### config.mk
export PLATFORM = sky130hd
export DESIGN_NAME = spi_freq_tx
export DESIGN_NICKNAME = d
export VERILOG_FILES = /design/src/rtl/spi_freq_tx.sv
export SDC_FILE = /design/constraint.sdc
export NUM_CORES = 1
export LEC_CHECK = 0
export ABC_AREA = 1
export CORE_MARGIN = 2
export CORE_UTILIZATION = 40
export DETAILED_ROUTE_END_ITERATION = 12
export PLACE_DENSITY = 0.69
export SLEW_MARGIN = 30
export SYNTH_ARGS = -nofsm -noshare
export SYNTH_HDL_FRONTEND = slang
export SYNTH_SLANG_ARGS = --single-unit
### constraint.sdc
create_clock -name clk -period 1.8 [get_ports clk]
set_input_delay 0.18 -clock clk [delete_from_list [all_inputs] [get_ports clk]]
set_output_delay 0.18 -clock clk [all_outputs]
set_load 0.05 [all_outputs]
### src/rtl/spi_freq_tx.sv
// SPI mode-0 master that serializes a frequency word MSB first.
// All outputs are registered from the current FSM state and counters.
module spi_freq_tx #(
    parameter int CLK_DIV = 12,
    parameter int WIDTH   = 16,
    parameter int MIN_GAP = 2
) (
    input  logic             clk,
    input  logic             reset,
    input  logic             start,
    input  logic [WIDTH-1:0] data,
    output logic             busy,
    output logic             done,
    output logic             sclk,
    output logic             cs,
    output logic             sdi
);

    localparam int HC_W = (CLK_DIV > 0) ? $clog2(CLK_DIV + 1) : 1;
    localparam int BC_W = (WIDTH > 2) ? $clog2(WIDTH) : 1;
    localparam int GC_W = (MIN_GAP > 0) ? $clog2(MIN_GAP + 1) : 1;

    typedef enum logic [2:0] {
        IDLE  = 3'd0,
        SETUP = 3'd1,
        SHIFT = 3'd2,
        HOLD  = 3'd3,
        GAP   = 3'd4
    } state_t;

    state_t           state;
    state_t           state_nx;
    logic [HC_W-1:0]  hc;
    logic [BC_W-1:0]  bc;
    logic [GC_W-1:0]  gc;
    logic [WIDTH-1:0] shreg;
    logic             ph;

    logic hc_last;
    logic gap_last;
    logic bc_zero;

    assign hc_last  = (hc == HC_W'(CLK_DIV - 1));
    assign gap_last = (gc == GC_W'(MIN_GAP - 1));
    assign bc_zero  = (bc == '0);

    logic o_busy;
    logic o_done;
    logic o_sclk;
    logic o_cs;
    logic o_sdi;

    always_ff @(posedge clk) begin
        if (reset) begin
            state <= IDLE;
        end else begin
            state <= state_nx;
        end
    end

    always_comb begin
        state_nx = state;
        unique case (state)
            IDLE:  if (start) state_nx = SETUP;
            SETUP: if (hc_last) state_nx = SHIFT;
            SHIFT: if (hc_last && ph && bc_zero) state_nx = HOLD;
            HOLD:  if (hc_last) state_nx = GAP;
            GAP:   if (gap_last) state_nx = IDLE;
            default: state_nx = IDLE;
        endcase
    end

    // ph is the internal sclk level; it flips whenever the half-period ends.
    always_ff @(posedge clk) begin
        if (reset) begin
            hc    <= '0;
            bc    <= '0;
            gc    <= '0;
            shreg <= '0;
            ph    <= 1'b0;
        end else begin
            unique case (state)
                IDLE: begin
                    hc <= '0;
                    gc <= '0;
                    ph <= 1'b0;
                    if (start) begin
                        shreg <= data;
                        bc    <= BC_W'(WIDTH - 1);
                    end
                end
                SETUP: begin
                    if (hc_last) begin
                        hc <= '0;
                        ph <= 1'b1;
                    end else begin
                        hc <= hc + HC_W'(1);
                    end
                end
                SHIFT: begin
                    if (hc_last) begin
                        hc <= '0;
                        ph <= ~ph;
                        if (ph && !bc_zero) begin
                            shreg <= {shreg[WIDTH-2:0], 1'b0};
                            bc    <= bc - BC_W'(1);
                        end
                    end else begin
                        hc <= hc + HC_W'(1);
                    end
                end
                HOLD: begin
                    if (hc_last) begin
                        hc <= '0;
                    end else begin
                        hc <= hc + HC_W'(1);
                    end
                end
                GAP: begin
                    gc <= gc + GC_W'(1);
                end
                default: begin
                    hc <= '0;
                    gc <= '0;
                    ph <= 1'b0;
                end
            endcase
        end
    end

    always_comb begin
        o_busy = 1'b0;
        o_done = 1'b0;
        o_sclk = 1'b0;
        o_cs   = 1'b0;
        o_sdi  = 1'b0;
        unique case (state)
            IDLE: ;
            SETUP, HOLD: begin
                o_busy = 1'b1;
                o_cs   = 1'b1;
                o_sdi  = shreg[WIDTH-1];
            end
            SHIFT: begin
                o_busy = 1'b1;
                o_cs   = 1'b1;
                o_sclk = ph;
                o_sdi  = shreg[WIDTH-1];
            end
            GAP: begin
                o_busy = 1'b1;
                o_done = (gc == '0);
            end
            default: ;
        endcase
    end

    always_ff @(posedge clk) begin
        if (reset) begin
            busy <= 1'b0;
            done <= 1'b0;
            sclk <= 1'b0;
            cs   <= 1'b0;
            sdi  <= 1'b0;
        end else begin
            busy <= o_busy;
            done <= o_done;
            sclk <= o_sclk;
            cs   <= o_cs;
            sdi  <= o_sdi;
        end
    end

endmodule

==> metrics.md <==
| Metric | Value |
|---|---|
| Yosys reg bits | 35 |
| Most frequent cells in the layout | nand2_1, dfxtp_1, clkdlybuf4s50_1 |
| Detail Route Antenna Nets | 0 |
| Die Ht | 72.7 um |
| TritonCTS clock tree | done |
| Mapped Area | 1890 sq um |
| Most common cell after layout, fill and taps aside | nand2_1 |
| Register area share after synthesis | 37.1% |
| First-pass DRT Iterations | 4 |
| Postcts setup bufs | 0 |
| Setup TNS | 0 ps |
| Type of the most critical hold path | flip-flop to flip-flop |
| Layout cells sized above 1 | 15.6% |
| CTS Sinks | 35 |
| Antenna Cells | 0 |
| Status | complete, no violations |
| RR Startpoint | hc[0] |
| Longest Clk Path Bufs | 2 |
| # nets final | just over 300 |
| Flop pwr share | 35.1% |
| Comb power frac | 49.1% |
| Clk_skew | between 2 and 3 ps |
| Netlist cell types | 27 |
| # hold bufs at CTS | 0 |
| Worst-Skew Late Latency | 280 ps |
| Fraction of the cycle the final worst path needs | 91.1% |
| DRC violations left | 0 |
| Port bufs | 23 |
| Grt total ovfl | 0 |
| Leak Pwr | 0.942 nW |
| Worst Hold Path Cells | 2 |
| Syn Area/Cell | 7.34 sq um |
| Hold Startpoint | shreg[15] |
| Crit. End Element | flip-flop |
| Routed WL per cell | 11.0 um |
| Io pins | 24 |
| Final Critical Period | roughly 1600 ps |
| Dpl cell area | roughly 2100 sq um |
| Yosys warns | 0 |
| RSZ-0062 raised after global routing | no |
| Setup violations, final | 0 |
| Hold Fails Final Rpt | 0 |
| Overall routed net length | 3690 um |
| Tot GR Track Use | between 10% and 20% |
| Clk slew on worst S/H paths | 70 ps |
| Syn Nets | 280 |
| Root Buffer | clkbuf_8 |
| Fmax | 610 MHz |
| CP max FO | 19 |
| DP HPWL | ~2500 um |
| First-pass GRT wire length | 6600 um |
| Max IR drop VDD | between 700 and 800 uV |
| Largest net degree at the start of global routing | 22 |
| Crit Path Category | flip-flop to flip-flop |
| Antenna violations before repair | 0 |
| Max-cap violations | 0 |
| Die W | between 70 and 80 um |
| Initial Utilization | 42.5% |
| H-tree depth | 2 |
| Row count | 24 |
| R2R depth | 8 |
| Resize count post-CTS | 0 |
| PD cells | 1560 nW/um^2 |
| Startpoint Class | flip-flop |
| Worst slew pin tran | 491 ps |
| Cell internal pwr | 1.92 mW |
| Worst slew margin | 67.2% |
| Required time of the critical path | 2010 ps |
| Sw Pwr | roughly 1.5 mW |
| Final slew viol count | 0 |
| Arr. time, crit path | approximately 1900 ps |
| Final weighted congestion in routability-driven placement | 0.810 |
| Final Cell Area | 2200 sq um |
| Clk network pwr share | between 10% and 20% |
| Area Growth Syn to Fin | 16.8% |
| DIE AREA | 5280 sq um |
| Cells after Synth | 257 |
| Vias/cell | 4.90 |
| Core Region | 4440 sq um |
| Number of global-route vias before repair | 1531 |
| Switching part of the total | 44.2% |
| CTS buffer count | 5 |
| Beginning of the critical path | hc[0] |
| Vias | between 1.5k and 2k |
| 1st-iter DRT viols | between 100 and 150 |
==> power groups by stage <==
stage	clock network (mW)	registers, mW	logic, mW
floorplan	0	1.29	1.41
global placement	0	1.22	1.66
detailed placement	0	1.22	1.68
CTS	0.559	1.21	1.69
global route	0.593	1.24	1.92
finish	0.545	1.21	1.69
==> synth_stat cells <==
| library cell | n | area share [%] |
|---|---|---|
| nand2_2 | 2 | 0.66 |
| nand3b_1 | 4 | 1.6 |
| clkbuf_4 | 1 | 0.40 |
| nand2_4 | 1 | 0.60 |
| buf_12 | 2 | 2.1 |
| dfxtp_1 | 35 | 37 |
| inv_2 | 3 | 0.60 |
| nand3_1 | 19 | 5.0 |
| ha_1 | 4 | 2.7 |
| buf_2 | 3 | 0.80 |
| nor2_2 | 2 | 0.66 |
| xor2_1 | 1 | 0.46 |
| inv_1 | 13 | 2.6 |
| a21oi_1 | 17 | 4.5 |
| nand2_1 | 95 | 19 |
| nor2_1 | 16 | 3.2 |
| o21ai_0 | 4 | 1.1 |
| buf_4 | 2 | 0.80 |
| nand3_2 | 10 | 5.3 |
| buf_6 | 4 | 2.4 |
| nor2_4 | 3 | 1.8 |
| o21ai_1 | 2 | 0.53 |
| a21oi_2 | 10 | 4.6 |
| xnor2_1 | 1 | 0.46 |
| nor3_1 | 1 | 0.26 |
| o21ai_2 | 1 | 0.46 |
| a22oi_1 | 1 | 0.40 |
==> final cells by class <==
| cell class | instances | area [sq um] |
|---|---|---|
| fillers | 448 | 2240 |
| multi-input cells | 194 | 1010 |
| flip-flops and latches | 35 | 701 |
| repair buffers | 29 | 288 |
| clock buffers | 7 | 76.3 |
| well taps | 52 | 65.1 |
| inverters | 16 | 60.1 |
| clock inverters | 1 | 5.00 |
==> metal layers <==
layer	global-route usage, %	part of all wire [%]	vias to the layer above
met3	5.66	4.6	10
li1	-	-	870
met1	18.6	46	727
met4	5.97	2.2	0
met2	26.5	47	29
met5	0	0	-
==> path summary, 6_finish.rpt <==
path	to	slack, ps
min reg2reg	sdi	440
min	sdi	440
max reg2reg	shreg[15]	160
max	shreg[15]	160
==> registers in the layout (all words and copies together), names as in the netlist <==
| name | cells |
|---|---|
| shreg | 16 |
| gc | 2 |
| hc | 4 |
| cs | 1 |
| bc | 4 |
| state | 3 |
| busy | 1 |
| sclk | 1 |
| done | 1 |
| ph | 1 |
| sdi | 1 |
==> worst max-delay path, stage by stage (launching register included) <==
cell	delay (ps)
dfxtp_1	380
ha_1	220
nand2_1	80
nor2_2	150
nor2_4	70
nor2_4	130
buf_4	290
nand3_1	100
a21oi_1	150
==> kinds of logic (layout without fill, tap and decap cells) <==
group | Yosys count | after routing | share of synthesized area [%]
AO/OA/AOI/OAI | 35 | 35 | 11.6
XOR/XNOR | 2 | 2 | 0.929
adder cells (fa/ha/maj) | 4 | 4 | 2.65
buffers and inverters | 28 | 53 | 9.68
flip-flops | 35 | 35 | 37.1
AND/OR/NAND/NOR | 153 | 153 | 38.0
==> metrics by stage <==
stage | total power, mW | setup WS (ps) | utilization, % | cells | hold WS (ps)
floorplan | 2.69 | 372 | - | 257 | 388
global placement | 2.88 | 207 | 47.6 | 326 | 432
detailed placement | 2.90 | 159 | 47.6 | 326 | 430
CTS | 3.45 | 157 | 49.5 | 334 | 442
global route | 3.75 | 3.84 | 49.6 | 334 | 487
finish | 3.44 | 160 | 49.6 | 334 | 445
No activity file was read; power rests on OpenSTA's default activity.
